[src/rtl/seq_mem_pkg.sv]
// Shared types and helpers for the pipelined sequential memory.
package seq_mem_pkg;

  // Read-during-write result selection
  typedef enum logic [0:0] {
    RDW_OLD = 1'b0,
    RDW_NEW = 1'b1
  } rdw_mode_e;

  localparam int unsigned MAX_READ_LAT = 4;

  // Number of write-mask lanes in a data word
  function automatic int unsigned num_lanes(input int unsigned width, input int unsigned byte_w);
    return width / byte_w;
  endfunction

endpackage

[src/rtl/seq_mem_rd_pipe.sv]
// Read-data delay line: {valid, oob, data} shifted one stage per cycle.
// Data registers load only behind a valid bit, so the last stage holds the
// most recently completed read until the next one arrives.
module seq_mem_rd_pipe #(
  parameter int unsigned WIDTH  = 32,
  parameter int unsigned STAGES = 1
) (
  input  logic             clk,
  input  logic             reset,
  input  logic             in_valid,
  input  logic             in_oob,
  input  logic [WIDTH-1:0] in_data,
  output logic             out_valid,
  output logic             out_oob,
  output logic [WIDTH-1:0] out_data
);

  logic [STAGES-1:0] valid_q;
  logic [STAGES-1:0] oob_q;
  logic [WIDTH-1:0]  data_q [STAGES];

  // Shift stages; reset drops everything in flight and zeroes the data
  always_ff @(posedge clk) begin
    if (reset) begin
      valid_q <= '0;
      oob_q   <= '0;
      for (int i = 0; i < int'(STAGES); i++) begin
        data_q[i] <= '0;
      end
    end else begin
      valid_q[0] <= in_valid;
      oob_q[0]   <= in_valid & in_oob;
      if (in_valid) begin
        data_q[0] <= in_data;
      end
      for (int i = 1; i < int'(STAGES); i++) begin
        valid_q[i] <= valid_q[i-1];
        oob_q[i]   <= oob_q[i-1];
        if (valid_q[i-1]) begin
          data_q[i] <= data_q[i-1];
        end
      end
    end
  end

  assign out_valid = valid_q[STAGES-1];
  assign out_oob   = oob_q[STAGES-1];
  assign out_data  = data_q[STAGES-1];

endmodule

[src/rtl/seq_mem_d1_pipe.sv]
// Single-port sequential memory with byte-masked writes, pipelined reads,
// selectable read-during-write result and hardware out-of-bounds detection.
module seq_mem_d1_pipe
  import seq_mem_pkg::*;
#(
  parameter  int unsigned WIDTH     = 32,
  parameter  int unsigned SIZE      = 64,
  parameter  int unsigned IDX_SIZE  = 8,
  parameter  int unsigned BYTE_W    = 8,
  parameter  int unsigned READ_LAT  = 1,
  parameter  int unsigned RDW_MODE  = 0,
  localparam int unsigned NUM_LANES = num_lanes(WIDTH, BYTE_W)
) (
  input  logic                 clk,
  input  logic                 reset,
  input  logic [IDX_SIZE-1:0]  addr0,
  input  logic                 read_en,
  output logic [WIDTH-1:0]     out,
  output logic                 read_done,
  input  logic [WIDTH-1:0]     in,
  input  logic                 write_en,
  input  logic [NUM_LANES-1:0] write_mask,
  output logic                 write_done,
  output logic                 oob_err
);

  localparam int unsigned ADDR_W      = (SIZE > 1) ? $clog2(SIZE) : 1;
  localparam bit          RDW_NEW_SEL = (RDW_MODE == 32'(RDW_NEW));

  (* ram_style = "ultra" *) logic [WIDTH-1:0] mem [SIZE];

  logic [ADDR_W-1:0] idx_c;
  logic              oob_c;
  logic [WIDTH-1:0]  merged_c;
  logic [WIDTH-1:0]  rd_word_c;

  logic              s0_valid;
  logic              s0_oob;
  logic [WIDTH-1:0]  s0_data;

  logic              rd_valid;
  logic              rd_oob;
  logic [WIDTH-1:0]  rd_data;

  logic              wr_done_q;
  logic              wr_oob_q;

  // IDX_SIZE is at most 32, so the widened compare is exact
  assign idx_c = addr0[ADDR_W-1:0];
  assign oob_c = (32'(addr0) >= SIZE);

  // Current word with the masked lanes replaced by write data
  always_comb begin
    merged_c = mem[idx_c];
    for (int i = 0; i < int'(NUM_LANES); i++) begin
      if (write_mask[i]) begin
        merged_c[i*BYTE_W +: BYTE_W] = in[i*BYTE_W +: BYTE_W];
      end
    end
  end

  // Read word selection: zero when out of bounds, otherwise old or merged
  always_comb begin
    rd_word_c = mem[idx_c];
    if (oob_c) begin
      rd_word_c = '0;
    end else if (RDW_NEW_SEL && write_en) begin
      rd_word_c = merged_c;
    end
  end

  // Byte-lane array write; out-of-bounds writes are dropped
  always_ff @(posedge clk) begin
    if (!reset && write_en && !oob_c) begin
      for (int i = 0; i < int'(NUM_LANES); i++) begin
        if (write_mask[i]) begin
          mem[idx_c][i*BYTE_W +: BYTE_W] <= in[i*BYTE_W +: BYTE_W];
        end
      end
    end
  end

  // Stage 0: array read register
  always_ff @(posedge clk) begin
    if (reset) begin
      s0_valid <= 1'b0;
      s0_oob   <= 1'b0;
      s0_data  <= '0;
    end else begin
      s0_valid <= read_en;
      s0_oob   <= read_en & oob_c;
      if (read_en) begin
        s0_data <= rd_word_c;
      end
    end
  end

  // Write completion and its out-of-bounds flag
  always_ff @(posedge clk) begin
    if (reset) begin
      wr_done_q <= 1'b0;
      wr_oob_q  <= 1'b0;
    end else begin
      wr_done_q <= write_en;
      wr_oob_q  <= write_en & oob_c;
    end
  end

  // Remaining read latency beyond stage 0
  if (READ_LAT == 1) begin : g_no_pipe
    assign rd_valid = s0_valid;
    assign rd_oob   = s0_oob;
    assign rd_data  = s0_data;
  end else begin : g_pipe
    seq_mem_rd_pipe #(
      .WIDTH  (WIDTH),
      .STAGES (READ_LAT - 1)
    ) u_rd_pipe (
      .clk       (clk),
      .reset     (reset),
      .in_valid  (s0_valid),
      .in_oob    (s0_oob),
      .in_data   (s0_data),
      .out_valid (rd_valid),
      .out_oob   (rd_oob),
      .out_data  (rd_data)
    );
  end

  assign out        = rd_data;
  assign read_done  = rd_valid;
  assign write_done = wr_done_q;
  // Both sources are flops; a coincident read and write error merge into one pulse
  assign oob_err    = (rd_valid & rd_oob) | wr_oob_q;

  // Parameter sanity checks for simulation
  always_ff @(posedge clk) begin
    assert (WIDTH % BYTE_W == 0);
    assert (READ_LAT >= 1 && READ_LAT <= MAX_READ_LAT);
    assert (IDX_SIZE <= 32);
    assert ((64'(1) << IDX_SIZE) >= 64'(SIZE));
  end

endmodule

[config.mk]
export PLATFORM = sky130hd
export DESIGN_NAME = seq_mem_d1_pipe
export DESIGN_NICKNAME = d
export VERILOG_FILES = /design/src/rtl/seq_mem_pkg.sv /design/src/rtl/seq_mem_rd_pipe.sv /design/src/rtl/seq_mem_d1_pipe.sv
export SDC_FILE = /design/constraint.sdc
export NUM_CORES = 2
export LEC_CHECK = 0
export ABC_CLOCK_PERIOD_IN_PS = 4160
export CORE_UTILIZATION = 46
export DETAILED_ROUTE_END_ITERATION = 7
export MAX_ROUTING_LAYER = met4
export SKIP_CTS_REPAIR_TIMING = 1
export SLEW_MARGIN = 20
export SYNTH_ARGS = -nofsm -noshare
export SYNTH_HDL_FRONTEND = slang
export SYNTH_SLANG_ARGS = --single-unit
[constraint.sdc]
create_clock -name clk -period 4.16 [get_ports clk]
set_clock_uncertainty 0.1 [all_clocks]
set_input_delay 0.832 -clock clk [delete_from_list [all_inputs] [get_ports clk]]
set_output_delay 0.832 -clock clk [all_outputs]
set_load 0.01 [all_outputs]
* Word-level counts from Yosys, hierarchy flattened
Memories as Yosys holds them, arrays and structs flattened.
Cells that the tools add are included.
** Operators by class
- Order comparisons :: 1
- Multiplexer cells :: 13
- Bitwise operators :: 4
- Reduce and logical (&&, ||, !) cells :: 4
** Operators with widths (count)
- $mux W32 :: 1
- $mux W1 :: 12
- $ge A8 B7 Y1 const B :: 1
- $and A1 B1 Y1 :: 3
- $logic_and A1 B1 Y1 :: 2
- $logic_not A1 Y1 :: 2
- $or A1 B1 Y1 :: 1
** Word-level totals
- Flip-flop bits (word level) :: 36
- Bits in writable memories :: 2048
- Bits of input ports :: 48
- Output and inout port bits :: 35
- Logic and storage cells :: 28
- Memories :: 1
** Memories
- mem :: words 64, width 32, read ports 1, clocked after memory_dff 0, write ports 1, RTL line seq_mem_d1_pipe.sv:30 : (* ram_style = "ultra" *) logic [WIDTH-1:0] mem [SIZE];

* Depth between registers and ports, before layout
- Word-level depth :: 5
- Depth in mapped cells :: 11
- Depth with buffers taken out :: 6

* Worst setup path before layout
No wires, ideal clock.
- Path kind :: input-to-reg
- Start :: in addr0[1]
- End :: mem mem[14][0], enable pin
- Library setup time :: 0.370 ns
- Arrival time :: 2.494 ns
- Setup slack :: 1.196 ns
- Stages on the path :: 9
- Cell sequence :: buf_6 buf_6 inv_2 buf_2 buf_2 buf_1 nor2_1 nand2_1 nor2_1
** Between the ends
- Cells in the longest elaborated chain, start to end :: 5
** Ends and longest elaborated chain
- from (decl) :: RTL line seq_mem_d1_pipe.sv:16 : input logic [IDX_SIZE-1:0] addr0,
- $ge A8 B7 Y1 :: RTL line seq_mem_d1_pipe.sv:50 : assign oob_c = (32'(addr0) >= SIZE);
- $logic_not A1 Y1 :: RTL line seq_mem_d1_pipe.sv:74 : if (!reset && write_en && !oob_c) begin
- $logic_and A1 B1 Y1 :: RTL line seq_mem_d1_pipe.sv:74
- $mux W1 :: RTL line seq_mem_d1_pipe.sv:74
- $mux W1 (not written as such) :: RTL line seq_mem_d1_pipe.sv:77 : mem[idx_c][i*BYTE_W +: BYTE_W] <= in[i*BYTE_W +: BYTE_W];
- to (decl) :: RTL line seq_mem_d1_pipe.sv:30
Parallel ways exist; a longest one is shown, timed or not.

* Final worst setup path
- Start :: in reset
- End :: mem mem[25][21], enable pin
** Between the ends
- Cells in the longest elaborated chain, start to end :: 5
** Ends and longest elaborated chain
- from (decl) :: RTL line seq_mem_d1_pipe.sv:15 : input logic reset,
- $logic_not A1 Y1 :: RTL line seq_mem_d1_pipe.sv:74
- $logic_and A1 B1 Y1 (2 in series) :: RTL line seq_mem_d1_pipe.sv:74
- $mux W1 :: RTL line seq_mem_d1_pipe.sv:74
- $mux W1 (not written as such) :: RTL line seq_mem_d1_pipe.sv:77
Every way passes these cells.

==> results.toml <==
[status]
status = "completed"

[logic_synthesis]
yosysSeqAreaShare_pct = 78.3
yosys_register_bits = 2084
post_synth_instance_area_um2 = 79400
synth_async_sr_flop_share_pct = 0
yosys.area.top_type_share_pct = 77.4
synth_edf_count = 2048
post_synth_main_area_contributors = "sky130_fd_sc_hd__edfxtp_1 77%, sky130_fd_sc_hd__a22oi_1 5.2%, sky130_fd_sc_hd__a221oi_1 3.5%, sky130_fd_sc_hd__nor2_1 2.1%, sky130_fd_sc_hd__o22ai_1 1.7%"
post-synth-top-area-cell = "sky130_fd_sc_hd__edfxtp_1"
syn_area_per_cell_um2 = 16.5
synthCells = 4813
synth-main-ff-cell = "sky130_fd_sc_hd__edfxtp_1"
number_of_unique_standard_cell_types_used_by_synthesis = 61
synthesis.nets = 4861
number_of_warnings_reported_in_the_yosys_synthesis_log = 0

[floorplanning]
die_span_x_um = 418
initial_utilization_pct = 46.3
placementRows = 152
floorplan.io_pins = 83
die_area_um2 = 174000
fp.dieH_um = 418
core-area_um2 = 172000

[timing]
final_max_slew_viol_count = 0
rsz0062_at_grt = "false"
maxSlewHeadroom_pct = 19.1
totalNegativeSetupSlack_ps = 0
final-setup-viol-count = 0
period_minus_slack_ps = 3750
post-route-period-util_pct = 90.1
max_slew.worst_pin.slew_ps = 1210
report.final.hold_viol_count = 0
clock.fmax_ghz = 0.267
post_route_setup_slack_ps = 413

[global_route]
antenna_found_initial = 35
gr-usage-all-layers_pct = 35.3
grt_max_degree = 63
overall_overflow_remaining_after_global_route = 0
grt_pass1_vias = 48700
global_route_wire_length_before_repair_um = 408000

[clock_tree]
cts_buffers = 204
h-tree-depth = 4
cts.sink_count = 2084
clockRootBuffer = "sky130_fd_sc_hd__clkbuf_16"
ctsLongestPathBuffers = 3
tritoncts_clock_tree = "built"
clk_pin_slew_worst_paths_ps = 60
insertion_delay_ps = 910

[place]
placedCellCount = 7409
place.port_buffers = 82
place_ws_ps = -319
post-dp-hpwl_um = 202000
place_area_um2 = 86400
globalplace.congestion = 1.03

[worst_setup_path]
path_max_fanout = 32
timing.critical_path.from = "reset"
start_kind = "primary input"
worst_r2r_path_depth = 5
worst-r2r-setup-slack_ps = 1580
crit-reg2reg-launch = "mem[11][29]$_DFFE_PP_"
worstPathRequired_ps = 4620
worstSetupEndpointType = "flop"
r2r_end = "out[29]$_SDFFE_PP0P_"
worst_setup_path_endpoint = "mem[25][21]$_DFFE_PP_"
crit_type = "primary input to flop"
timing.critical_path.arrival_ps = 4200

[layout]
final_layout_size_suffix_gt1_share_pct = 17.8
area.sequential_um2 = 62200
multi_input_area_um2 = 15500
final_design_area_no_fill_um2 = 93200
final_net_count = 5353
area_growth_pct = 17.3
final-instance-count-excl-fill = 7819
fill_cells = 13700

[detailed_routing]
drc = 0
post_drt_via_cell_ratio = 6.74
antenna_left = 0
drt_pre_antenna_iters = 8
wl_per_cell_um = 38.5
routed_wl_um = 301000
drt-initial-drc-count = 9296
via_count = 52700

[worst_hold_path]
hold_path.class = "primary input to flop"

[pwr]
static_leakage_uw = 0.0292
ir_drop_mv = 0.472
power-per-cell-area_nw_per_um2 = 474
report.power.total_uw = 44200

[run]
max_capacitance_violation_count = 0
[how the worst min path moves through the flow]
stage	end	slack (ps)	startpoint	cells past startpoint
after floorplan	out[0]$_SDFFE_PP0P_	390	out[0]$_SDFFE_PP0P_	2
after global placement	out[8]$_SDFFE_PP0P_	420	out[8]$_SDFFE_PP0P_	2
after detailed placement	out[8]$_SDFFE_PP0P_	430	out[8]$_SDFFE_PP0P_	2
after CTS	mem[14][2]$_DFFE_PP_	360	in[2]	1
after global routing	mem[28][4]$_DFFE_PP_	400	in[4]	1
final	mem[33][11]$_DFFE_PP_	400	in[11]	1
[critical path, cell delays in order]
cell and delay (ps):
sky130_fd_sc_hd__clkdlybuf4s50_1 470, sky130_fd_sc_hd__nand2b_1 200, sky130_fd_sc_hd__nor3_1 820, sky130_fd_sc_hd__buf_4 280, sky130_fd_sc_hd__nand2_2 260, sky130_fd_sc_hd__buf_4 280
sky130_fd_sc_hd__buf_4 290, sky130_fd_sc_hd__nor2_1 470, sky130_fd_sc_hd__buf_4 280
[cell usage after synthesis, types with 18 or more instances]
| library cell | n |
|---|---|
| sky130_fd_sc_hd__clkbuf_1 | 140 |
| sky130_fd_sc_hd__buf_1 | 24 |
| sky130_fd_sc_hd__o21ai_0 | 135 |
| sky130_fd_sc_hd__buf_4 | 21 |
| sky130_fd_sc_hd__a21oi_1 | 60 |
| sky130_fd_sc_hd__mux2i_1 | 87 |
| sky130_fd_sc_hd__buf_2 | 183 |
| sky130_fd_sc_hd__mux2_2 | 28 |
| sky130_fd_sc_hd__dfxtp_1 | 36 |
| sky130_fd_sc_hd__nor3_1 | 60 |
| sky130_fd_sc_hd__nor4_1 | 35 |
| sky130_fd_sc_hd__nor2_1 | 448 |
| sky130_fd_sc_hd__a22o_1 | 27 |
| sky130_fd_sc_hd__edfxtp_1 | 2048 |
| sky130_fd_sc_hd__nand2_1 | 149 |
| sky130_fd_sc_hd__nand3_1 | 19 |
| sky130_fd_sc_hd__a221oi_1 | 319 |
| sky130_fd_sc_hd__and4_1 | 18 |
| sky130_fd_sc_hd__a22oi_1 | 554 |
| sky130_fd_sc_hd__o22ai_1 | 215 |
| sky130_fd_sc_hd__o221ai_1 | 28 |
[state kept, by name, summed over array words and instances (netlist names)]
register,count
write_done,1
read_done,1
wr_oob_q,1
mem,2048
rd_oob,1
out,32
[cell type report]
cell class | instances | area share, %
flip-flops and latches | 2084 | 66.8
well taps | 2310 | 3.10
clock buffers | 270 | 5.84
diodes | 28 | 0.0752
repair buffers | 665 | 6.21
clock inverters | 112 | 1.34
multi-input cells | 2345 | 16.7
inverters | 5 | 0.0282
[logic make-up after synthesis]
| family | share of synthesized area (%) |
|---|---|
| compound gates | 13.3 |
| buf+inv | 2.31 |
| flops | 78.3 |
| mux | 1.80 |
| simple gates | 4.24 |
[power breakdown]
group	internal (µW)	switching (µW)	leakage [µW]	total (µW)
registers	23100	24.4	0.0187	23100
clock network	10300	8180	0.00322	18500
logic	709	1890	0.00733	2600
total	34100	10100	0.0292	44200
[per-stage QoR]
stage | utilization (%) | hold WS [ps]
floorplan | - | 386
global placement | 50.4 | 422
detailed placement | 50.4 | 429
CTS | 54.3 | 363
global route | 54.3 | 396
finish | 54.3 | 396
[metal layers]
metal  track usage, %  up-vias  routed length (µm)
li1                 -    20900                   -
met1             47.1    27000              111000
met2             49.7     4135              131000
met3             9.35      740               40000
met4             18.0        0               18400
met5                -        -                   0
[cells in the final DEF, fill, tap and decap left out, types with 36 or more instances in the layout]
master                            netlist  layout
sky130_fd_sc_hd__clkinv_1               0      46
sky130_fd_sc_hd__a221oi_1             319     319
sky130_fd_sc_hd__nor2_1               448     444
sky130_fd_sc_hd__o21ai_0              135     135
sky130_fd_sc_hd__clkdlybuf4s50_1        0      46
sky130_fd_sc_hd__a22oi_1              554     554
sky130_fd_sc_hd__edfxtp_1            2048    2048
sky130_fd_sc_hd__buf_4                 21     526
sky130_fd_sc_hd__mux2i_1               87      87
sky130_fd_sc_hd__clkbuf_1             140      58
sky130_fd_sc_hd__nor3_1                60      57
sky130_fd_sc_hd__o22ai_1              215     215
sky130_fd_sc_hd__a21oi_1               60      60
sky130_fd_sc_hd__buf_12                 0      59
sky130_fd_sc_hd__clkbuf_16              0     205
sky130_fd_sc_hd__dfxtp_1               36      36
sky130_fd_sc_hd__nand2_1              149     142
No activity file was read; power rests on OpenSTA's default activity.
